[config.mk]
export PLATFORM = sky130hd
export DESIGN_NAME = ats_alarm_event_queue
export DESIGN_NICKNAME = d
export VERILOG_FILES = /design/src/rtl/ats_alarm_event_queue.sv
export SDC_FILE = /design/constraint.sdc
export NUM_CORES = 1
export LEC_CHECK = 0
export ABC_CLOCK_PERIOD_IN_PS = 3200
export CORE_UTILIZATION = 35
export DETAILED_ROUTE_END_ITERATION = 8
export GPL_TIMING_DRIVEN = 0
export PLACE_DENSITY = 0.6
export SYNTH_ARGS = -nofsm -noshare
export SYNTH_HDL_FRONTEND = slang
export SYNTH_SLANG_ARGS = --single-unit
[constraint.sdc]
create_clock -name clk -period 3.2 [get_ports clk]
set_clock_uncertainty 0.05 [all_clocks]
set_input_delay 0.32 -clock clk [delete_from_list [all_inputs] [get_ports clk]]
set_output_delay 0.32 -clock clk [all_outputs]
set_load 0.02 [all_outputs]
[src/rtl/ats_alarm_event_queue.sv]
// Alarm event queue: turns rising edges on the alarm-finished bus into
// timestamped events, buffers them in a FIFO and hands them out over valid/ready.
module ats_alarm_event_queue #(
    parameter int NUM_ALARMS = 24,
    parameter int ID_W       = 5,
    parameter int TS_W       = 16,
    parameter int DEPTH      = 8
) (
    input  logic                       clk,
    input  logic                       reset,
    input  logic [NUM_ALARMS-1:0]      finished,
    output logic                       evt_valid,
    input  logic                       evt_ready,
    output logic [ID_W-1:0]            evt_id,
    output logic [TS_W-1:0]            evt_time,
    output logic [$clog2(DEPTH):0]     fifo_count,
    output logic [NUM_ALARMS-1:0]      pending,
    output logic                       drop,
    input  logic                       drop_clr
);

    localparam int PTR_W = $clog2(DEPTH);
    localparam int CNT_W = PTR_W + 1;

    logic [NUM_ALARMS-1:0] prev_finished;
    logic [NUM_ALARMS-1:0] rise;
    logic [NUM_ALARMS-1:0] pending_q;
    logic [NUM_ALARMS-1:0] enq_onehot;
    logic [NUM_ALARMS-1:0] lost;
    logic [TS_W-1:0]       ts;
    logic [ID_W-1:0]       mem_id   [DEPTH];
    logic [TS_W-1:0]       mem_time [DEPTH];
    logic [PTR_W-1:0]      wr_ptr;
    logic [PTR_W-1:0]      rd_ptr;
    logic [CNT_W-1:0]      count;
    logic                  drop_q;
    logic [ID_W-1:0]       enq_idx;
    logic                  full;
    logic                  push;
    logic                  pop;

    assign rise = finished & ~prev_finished;
    assign full = (count == CNT_W'(DEPTH));
    // Room is judged on the count at the start of the cycle; a pop does not
    // make space for a push in the same cycle.
    assign push = (|pending_q) & ~full;
    assign pop  = (count != '0) & evt_ready;

    // Lowest set pending index wins the single enqueue slot.
    always_comb begin
        enq_idx = '0;
        for (int i = NUM_ALARMS - 1; i >= 0; i--) begin
            if (pending_q[i]) begin
                enq_idx = ID_W'(i);
            end
        end
    end

    always_comb begin
        enq_onehot = '0;
        if (push) begin
            enq_onehot = NUM_ALARMS'(1) << enq_idx;
        end
    end

    // A re-rise on an alarm that is pending and not leaving this cycle is lost.
    assign lost = rise & pending_q & ~enq_onehot;

    always_ff @(posedge clk) begin
        prev_finished <= finished;
        if (reset) begin
            ts        <= '0;
            pending_q <= '0;
            drop_q    <= 1'b0;
            wr_ptr    <= '0;
            rd_ptr    <= '0;
            count     <= '0;
        end else begin
            ts        <= ts + 1'b1;
            pending_q <= rise | (pending_q & ~enq_onehot);
            if (|lost) begin
                drop_q <= 1'b1;
            end else if (drop_clr) begin
                drop_q <= 1'b0;
            end
            if (push) begin
                wr_ptr <= wr_ptr + 1'b1;
            end
            if (pop) begin
                rd_ptr <= rd_ptr + 1'b1;
            end
            if (push && !pop) begin
                count <= count + 1'b1;
            end else if (pop && !push) begin
                count <= count - 1'b1;
            end
        end
    end

    // Storage needs no reset: the head is masked whenever the queue is empty.
    always_ff @(posedge clk) begin
        if (!reset && push) begin
            mem_id[wr_ptr]   <= enq_idx;
            mem_time[wr_ptr] <= ts;
        end
    end

    assign evt_valid  = (count != '0);
    assign evt_id     = evt_valid ? mem_id[rd_ptr]   : '0;
    assign evt_time   = evt_valid ? mem_time[rd_ptr] : '0;
    assign fifo_count = count;
    assign pending    = pending_q;
    assign drop       = drop_q;

endmodule

==> run metrics, run 1 <==
worst-case clock buffer depth 3; Syn Area/Cell 14.55 µm²; reg2reg start pending[12]; crit path DAT 3.44 ns; initial antenna violation count 0; Static Leak 4.132 nW; drt pass-1 iters 5; number of routed nets with antenna violations 0; via-per-instance ratio 5.109; post-synthesis sequential area ratio 0.6646; Slew @ Worst Pin 0.9157 ns; # H-tree levels 1; Critical Path End drop; Synth Register Bits 246; asr flop ratio synth 0; DRT iter0 DRCs 467; worst hold path class input port to register; Sw Ratio 0.2891; max frequency 323.9 MHz; sequential share of power 0.407; clock-pin slew on the worst setup and hold paths 0.06 ns; GRT Total Usage 0.1662; core box area 27860 µm²; Ys Warns 0; WL per Instance 19.44 µm; r2r endpoint drop; Total Power 0.009561 W; I/O pins 79; fin nets 836; area leader, netlist edfxtp_1; Die Ht 170.5 µm; CP max stage delay 0.65 ns; # DRC 0; Unique masters post-synth 67; Synth area leaders edfxtp_1 (51%), dfxtp_1 (16%), mux4_2 (9.5%); Die ar. 29080 µm²; crit path launch type register; Root Driver clkbuf_16; Worst setup EP type register; Setup violations, final 0; Skew-Pair Late Insertion Delay 0.53 ns; routability cong. 0.8596; HPWL Detailed 15.45 mm; combinational share of power 0.268; overall routed net length 23.31 mm; CP required 3.55 ns; clock power share 0.325; setup slack, reg-to-reg 0.11 ns; status finished clean; largest net degree at the start of global routing 22; post-layout min period 3.087 ns; fin crit share 0.9647; crit path from pending[12]; crit-path max FO 14; slowest CP cell or4_1; Rows 61; initial core utilization 0.3568; power per standard cell area 769.0 nW/µm²; number of global-route vias before repair 6222; max_cap viols 0; Worst slew margin 0.3889; CTS tree yes; Ant. Diodes 0; die width 170.5 µm; top_reg_cell synth edfxtp_1; P&R area growth vs syn 25.07%; first-pass GRT wire length 36.18 mm; Max IR drop VDD 447.6 µV; Syn Inst Count 683; final instance area 12430 µm²; cts bufs inserted 26; non-filler cells, final 1199; Remaining Overflow, GRT 0; worst reg2reg path depth 9; share of cells above drive strength 1 0.1949; cells along the critical path or4_1 > a311o_1 > nand2_4 > inv_6 > nor2_2 > a311oi_1 > or4_4 > nor4_2 > a31oi_1; net switching power 0.002764 W; TNS Setup 0 ns; routed vias 6126; Netlist Area Pre-Place 9941 µm²; Post-synth EDFFs 168; Int Pwr 0.006796 W; Sink Count 246; syn_nets 718; Setup CP Type register to register; Slew Viols, Final 0; Inst Count DP 1148; RSZ-0062 raised after global routing no; Fin. Hold Viols 0; Placed Area 11380 µm²; top-area cell type share of the netlist area 0.5075; Buffers on Ports 77
[cells in the final DEF, fill, tap and decap left out, types with 5 or more instances in the layout]
| master | synthesis | final |
|---|---|---|
| nor2b_1 | 6 | 6 |
| nand4_1 | 5 | 5 |
| or3_1 | 7 | 7 |
| dfxtp_1 | 78 | 69 |
| dfxtp_2 | 0 | 9 |
| nand2_1 | 32 | 31 |
| edfxtp_1 | 168 | 168 |
| nand3_1 | 15 | 14 |
| buf_4 | 0 | 6 |
| ha_1 | 6 | 5 |
| a21oi_1 | 37 | 36 |
| clkdlybuf4s50_1 | 0 | 77 |
| mux4_2 | 42 | 42 |
| buf_6 | 1 | 7 |
| nand3b_1 | 7 | 7 |
| inv_1 | 18 | 16 |
| mux2i_1 | 23 | 23 |
| or4_4 | 4 | 5 |
| nand2b_1 | 20 | 20 |
| nor2_2 | 1 | 8 |
| clkbuf_2 | 0 | 5 |
| nor2_1 | 73 | 65 |
| clkbuf_1 | 18 | 19 |
| xnor2_1 | 5 | 5 |
| o21ai_0 | 19 | 18 |
| xor2_1 | 12 | 12 |
| clkbuf_16 | 0 | 26 |
| a31oi_1 | 6 | 5 |
[state kept, by name (all words and copies together) (netlist names), named ones only]
signal,count
drop,1
mem_id,40
mem_time,128
pending,24
ts,16
wr_ptr,3
prev_finished,24
fifo_count,4
rd_ptr,3
[cell usage after synthesis, types with 3 or more instances]
cell	count
xor2_1	12
nand3b_1	7
nand2_1	32
buf_1	5
or4_4	4
nand3_1	15
nor3_1	7
nand4_1	5
a21oi_1	37
o31ai_1	4
clkbuf_1	18
xnor2_1	5
o2111ai_1	4
a311oi_1	3
or3_1	7
edfxtp_1	168
nor4_1	3
or4_1	3
ha_1	6
and3_1	4
nor2_1	73
nor2b_1	6
inv_1	18
nand2b_1	20
dfxtp_1	78
mux2i_1	23
mux4_2	42
o21ai_0	19
a31oi_1	6
[repair_timing]
| item | CTS | global route |
|---|---|---|
| resized for setup | 34 | 28 |
| buffers inserted | 1 | 3 |
| endpoints found under the setup margin | 23 | 8 |
| hold buffers | 0 | 0 |
| pin swaps | 1 | 5 |
[layout make-up]
cell class / count / area [µm²]
fillers: 2488 / 15420
flip-flops and latches: 246 / 6618
multi-input cells: 392 / 3269
repair buffers: 91 / 957.2
clock buffers: 39 / 729.5
well taps: 378 / 473.0
clock inverters: 9 / 158.9
plain buffers: 25 / 147.6
inverters: 19 / 80.08
[power groups by stage]
stage	Sequential [W]	Combinational (W)	Clock, W
2_1_floorplan	0.00393	0.00152	0
3_3_place_gp	0.00393	0.00242	0
3_5_place_dp	0.00393	0.00254	0
4_1_cts	0.00389	0.00258	0.00317
5_1_grt	0.00392	0.00278	0.00328
6_report	0.00389	0.00256	0.00311
[metal layers]
layer  up-vias  global-route usage  part of all wire
li1       2856                   -                 -
met1      3053              0.2415              0.47
met2       186              0.2586              0.45
met3        31             0.02614             0.054
met4         0             0.04309             0.022
met5         -                   0                 0
[kinds of logic after synthesis]
logic type | Yosys count | synth area share
flip-flops | 246 | 0.6646
XOR/XNOR | 17 | 0.01498
AND/OR/NAND/NOR | 205 | 0.1098
AO/OA/AOI/OAI | 98 | 0.06432
buffers and inverters | 45 | 0.01850
adder cells (fa/ha/maj) | 7 | 0.009566
multiplexers | 65 | 0.1183
[worst min-delay path by stage]
stage	start	endpoint	slack, ns	cells after the start
floorplan	finished[0]	prev_finished[0]	0.30	0
global placement	rd_ptr[1]	rd_ptr[1]	0.43	2
detailed placement	wr_ptr[1]	wr_ptr[1]	0.44	2
CTS	reset	ts[1]	0.11	2
global route	reset	ts[1]	0.20	2
finish	reset	ts[1]	0.14	2
[per-stage QoR]
step | worst slack [ns] | hold WS [ns] | utilization
after floorplan | 0.01704 | 0.2977 | -
after global placement | -1.571 | 0.4284 | 0.4017
after detailed placement | -0.2539 | 0.4392 | 0.4086
after CTS | 0.0006339 | 0.1066 | 0.4427
after global routing | 0.0001836 | 0.1972 | 0.4463
final | 0.1130 | 0.1379 | 0.4463
[worst max-delay path: cells and delay by family, from the launching register on]
kind,cells,cell delay (ns)
buffers and inverters,1,0.10
and+or+nand+nor,5,1.78
AOI/OAI and AO/OA,3,0.64
DFF,1,0.38
Note: power is estimated with default switching activity, not from simulation.
==> run 2: changes to the inputs <==
- SETUP_SLACK_MARGIN: not set -> 0.5
- SKIP_LAST_GASP: not set -> 1
==> run metrics, run 2 (synthesis results as in run 1) <==
power per standard cell area 765.1 nW/µm² (was 769.0 nW/µm²); Total Power 0.009875 W (was 0.009561 W); Post-CTS Hold Buffers 0 (unchanged); Remaining Overflow, GRT 0 (unchanged); setup slack, reg-to-reg 0.25 ns (was 0.11 ns); CTS tree yes (unchanged); first-pass GRT wire length 36.49 mm (was 36.18 mm); Rows 61 (unchanged); fillers 2423 (was 2488); Max IR drop VDD 427.1 µV (was 447.6 µV); Worst slew margin 0.4485 (was 0.3889); overall routed net length 24.05 mm (was 23.31 mm); max frequency 339.3 MHz (was 323.9 MHz); Skew-Pair Late Insertion Delay 0.54 ns (was 0.53 ns); routed vias 6292 (was 6126); # DRC 0 (unchanged); Hold EP ts[1] (unchanged); number of global-route vias before repair 6214 (was 6222); Top Registers mem_time (128), mem_id (40) (unchanged); Worst setup EP type register (unchanged); fin nets 867 (was 836); fin crit share 0.9210 (was 0.9647); r2r endpoint drop (unchanged); commonest non-fill, non-tap cells in the layout edfxtp_1 (168), nor2_1 (64), dfxtp_1 (63) (was edfxtp_1 (168), clkdlybuf4s50_1 (77), dfxtp_1 (69)); Slew Viols, Final 0 (unchanged); non-filler cells, final 1231 (was 1199); slowest CP cell or4_4 (was or4_1); post-layout min period 2.947 ns (was 3.087 ns); CP required 3.55 ns (about the same); Die Ht 170.5 µm (unchanged); # H-tree levels 1 (unchanged); Root Driver clkbuf_16 (unchanged); Ant. Diodes 0 (unchanged); crit-path max FO 8 (was 14); Top reg by flops mem_time (unchanged); Largest register FFs 128 (unchanged); core box area 27860 µm² (unchanged); Buffers on Ports 77 (unchanged); WL per Instance 19.54 µm (was 19.44 µm); Setup violations, final 0 (unchanged); drt pass-1 iters 5 (unchanged); CP max stage delay 0.58 ns (was 0.65 ns); worst hold slack 0.1225 ns (was 0.1379 ns); Sink Count 246 (unchanged); crit path DAT 3.30 ns (was 3.44 ns); status finished clean (unchanged); share of cells above drive strength 1 0.2673 (was 0.1949); number of routed nets with antenna violations 0 (unchanged); initial antenna violation count 0 (unchanged); DRT iter0 DRCs 520 (was 467); P&R area growth vs syn 29.84% (was 25.07%); worst reg2reg path depth 9 (unchanged); hold path start reset (unchanged); RSZ-0062 raised after global routing yes (was no); crit path launch type register (unchanged); via-per-instance ratio 5.111 (was 5.109); cell count of the worst hold path 2 (unchanged); HPWL Detailed 14.99 mm (was 15.45 mm); Inst Count DP 1144 (was 1148); Setup CP Type register to register (unchanged); routability cong. 0.8535 (was 0.8596); clock-pin slew on the worst setup and hold paths 0.06 ns (about the same); Die ar. 29080 µm² (unchanged); initial core utilization 0.3568 (unchanged); Slew @ Worst Pin 0.8253 ns (was 0.9157 ns); commonest non-fill, non-tap cell in the layout edfxtp_1 (unchanged); worst hold path class input port to register (unchanged); GRT Total Usage 0.1665 (was 0.1662); largest net degree at the start of global routing 22 (unchanged); reg2reg start pending[5] (was pending[12]); Static Leak 4.394 nW (was 4.132 nW); max_cap viols 0 (unchanged); cts bufs inserted 27 (was 26); Fin. Hold Viols 0 (unchanged); worst-case clock buffer depth 3 (unchanged); Final Util 0.4633 (was 0.4463); die width 170.5 µm (unchanged); cells along the critical path or4_4 > a311o_1 > nand2_4 > inv_8 > nor3_4 > a31oi_1 > or4_4 > nor4_4 > a31oi_1 (was or4_1 > a311o_1 > nand2_4 > inv_6 > nor2_2 > a311oi_1 > or4_4 > nor4_2 > a31oi_1); I/O pins 79 (unchanged)
run 2: power by group:
part	switching, W	internal [W]
Clock	0.00124	0.00191
Sequential	0.000179	0.00371
Combinational	0.00151	0.00132
run 2: area by class of cell:
| class | instances | area (µm²) | share of cell area |
|---|---|---|---|
| sequential | 246 | 6640 | 0.5144 |
| multi-input combinational | 393 | 3426 | 0.2654 |
| timing repair buffer | 119 | 1144 | 0.08860 |
| clock buffer | 36 | 719.4 | 0.05574 |
| tap | 378 | 473.0 | 0.03664 |
| buffer | 26 | 232.7 | 0.01803 |
| clock inverter | 14 | 190.2 | 0.01473 |
| inverter | 19 | 82.58 | 0.006398 |
run 2: how the worst max path moves through the flow:
stage | startpoint | end | slack (ns)
floorplan | pending[22] | fifo_count[3] | 0.39
global placement | pending[8] | mem_time[4][9] | -0.49
detailed placement | pending[19] | drop | -0.26
CTS | pending[20] | drop | 0.28
global route | pending[2] | drop | 0.20
finish | pending[5] | drop | 0.25
run 2: repair_timing:
action / CTS / global route
gates cloned: 0 / 4
pin swaps: 13 / 23
gates resized for setup: 107 / 56
endpoints found under the setup margin: 52 / 79
buffers inserted: 17 / 16
run 2: layer usage:
layer	wire, µm	vias to the layer above	part of all wire	global-route usage
li1	-	2922	-	-
met4	520	0	0.022	0.04113
met2	11210	213	0.47	0.2642
met5	0	-	0	0
met3	1489	37	0.062	0.03285
met1	10830	3120	0.45	0.2342
run 2: critical path: cells and delay by family (launching register included):
family	cells	cell delay, ns
flip-flops	1	0.38
AO/OA/AOI/OAI	3	0.62
AND/OR/NAND/NOR	5	1.71
buffers and inverters	1	0.05
run 2: per-stage QoR:
stage               TNS, ns  cell area, µm²  worst slack, ns
floorplan                 0            9987           0.3867
global placement     -61.38           11230          -0.4868
detailed placement  -0.8739           11390          -0.2630
CTS                       0           12670           0.2790
global route              0           12910           0.1967
finish                    0           12910           0.2527
==> run 3: changes to the inputs <==
- CORE_UTILIZATION: 35 -> 44
- PLACE_DENSITY: 0.6 -> 0.71
==> run metrics, run 3 (synthesis results as in run 1) <==
fillers 1619 (was 2423); Worst setup EP type register (unchanged); worst hold path class input port to register (unchanged); Die ar. 23200 µm² (was 29080 µm²); Total Power 0.009335 W (was 0.009875 W); GRT Total Usage 0.1995 (was 0.1665); RSZ-0062 raised after global routing yes (unchanged); DRT iter0 DRCs 550 (was 520); largest net degree at the start of global routing 16 (was 22); power per standard cell area 733.2 nW/µm² (was 765.1 nW/µm²); Largest register FFs 128 (unchanged); Max IR drop VDD 507.5 µV (was 427.1 µV); Setup CP Type register to register (unchanged); sequential share of power 0.417 (was 0.394); Rows 54 (was 61); Remaining Overflow, GRT 0 (unchanged); routability cong. 0.8808 (was 0.8535); max frequency 350.7 MHz (was 339.3 MHz); P&R area growth vs syn 28.07% (was 29.84%); combinational share of power 0.303 (was 0.287); Sw Ratio 0.2977 (was 0.2967); cts bufs inserted 24 (was 27); drt pass-1 iters 7 (was 5); Buffers on Ports 77 (unchanged); routed vias 6375 (was 6292); Slew @ Worst Pin 0.7377 ns (was 0.8253 ns); Ant. Diodes 0 (unchanged); Worst slew margin 0.5082 (was 0.4485); commonest non-fill, non-tap cell in the layout edfxtp_1 (unchanged); I/O pins 79 (unchanged); Fin. Hold Viols 0 (unchanged); Top Registers mem_time (128), mem_id (40) (unchanged); number of global-route vias before repair 6463 (was 6214); die width 152.3 µm (was 170.5 µm); WL per Instance 20.44 µm (was 19.54 µm); non-filler cells, final 1128 (was 1231); share of cells above drive strength 1 0.2524 (was 0.2673); commonest non-fill, non-tap cells in the layout edfxtp_1 (168), nor2_1 (65), dfxtp_1 (64) (was edfxtp_1 (168), nor2_1 (64), dfxtp_1 (63)); fin crit share 0.8911 (was 0.9210); crit-path max FO 4 (was 8); # H-tree levels 1 (unchanged); TNS Setup 0 ns (unchanged); clock-pin slew on the worst setup and hold paths 0.06 ns (about the same); via-per-instance ratio 5.652 (was 5.111); Post-CTS Hold Buffers 0 (unchanged); worst-case clock buffer depth 3 (unchanged); Setup violations, final 0 (unchanged); HPWL Detailed 14.80 mm (was 14.99 mm); CP required 3.55 ns (about the same); initial antenna violation count 0 (unchanged); number of routed nets with antenna violations 0 (unchanged); crit path launch type register (unchanged); Sink Count 246 (unchanged); post-layout min period 2.851 ns (was 2.947 ns); Root Driver clkbuf_16 (unchanged); crit path DAT 3.20 ns (was 3.30 ns); status finished with violations (was finished clean); Int Pwr 0.006556 W (was 0.006945 W); Static Leak 4.474 nW (was 4.394 nW); initial core utilization 0.4527 (was 0.3568); core box area 21960 µm² (was 27860 µm²); Slew Viols, Final 0 (unchanged); Inst Count DP 1049 (was 1144); Die Ht 152.3 µm (was 170.5 µm); fin nets 865 (was 867); CTS tree yes (unchanged); net switching power 0.002779 W (was 0.002930 W); clock power share 0.280 (was 0.319); Top reg by flops mem_time (unchanged); max_cap viols 0 (unchanged); overall routed net length 23.06 mm (was 24.05 mm); first-pass GRT wire length 35.63 mm (was 36.49 mm); Skew-Pair Late Insertion Delay 0.52 ns (was 0.54 ns); failing checks DRC; # DRC 1 (was 0)
-- run 3: timing repair --
| action | CTS | global route |
|---|---|---|
| setup endpoints to repair | 42 | 139 |
| gates cloned | 0 | 0 |
| pin swaps | 24 | 14 |
| buffers inserted | 26 | 9 |
| resized for setup | 106 | 44 |
| hold endpoints to repair | 0 | 0 |
-- run 3: per-stage QoR --
stage               hold slack [ns]  utilization  setup WS (ns)  area [µm²]
floorplan                    0.2977            -         0.3867        9987
global placement             0.4248       0.5059        -0.5237       11110
detailed placement           0.4377       0.5172       -0.08173       11360
CTS                          0.1105       0.5730         0.2986       12580
global route                 0.1871       0.5798         0.2606       12730
finish                       0.1277       0.5798         0.3485       12730
-- run 3: worst paths after layout --
path	endpoint	cells past startpoint	startpoint	slack, ns
worst min-delay path	ts[1]	2	reset	0.13
worst max-delay path	drop	10	pending[2]	0.35
worst max register to register	drop	10	pending[2]	0.35
worst min register to register	pending[12]	3	prev_finished[12]	0.44
-- run 3: power by group through the flow --
stage          registers, W  clock network (W)  logic, W
6_report            0.00389            0.00261   0.00282
4_1_cts             0.00388            0.00265   0.00277
5_1_grt             0.00393            0.00279   0.00303
2_1_floorplan       0.00393                  0   0.00155
3_3_place_gp        0.00393                  0   0.00242
3_5_place_dp        0.00394                  0   0.00253
-- run 3: layer usage --
metal  GRT usage  routed length (µm)  vias up  share of wire
met5           0                   0        -              0
met4     0.06706                 593        0          0.026
met3     0.03498                1457       55          0.063
met2      0.3307               11080      263           0.48
met1      0.2666                9932     3144           0.43
li1            -                   -     2913              -
-- run 3: worst max-delay path, stage by stage, from the launching register on --
cell and delay (ns):
dfxtp_2 0.32, buf_6 0.12, or4_4 0.57, a21oi_4 0.16, nand2_4 0.09, buf_6 0.12
o31a_1 0.25, a31o_1 0.22, a2111o_1 0.44, nor4_4 0.27, a31oi_1 0.11
-- run 3: area by class of cell --
type	instances	area, µm²	area share
clock inverter	5	36.28	0.002850
clock buffer	39	698.2	0.05484
tap	280	350.3	0.02752
inverter	19	87.58	0.006880
multi-input combinational	392	3431	0.2695
sequential	246	6636	0.5213
buffer	26	232.7	0.01828
timing repair buffer	121	1259	0.09887
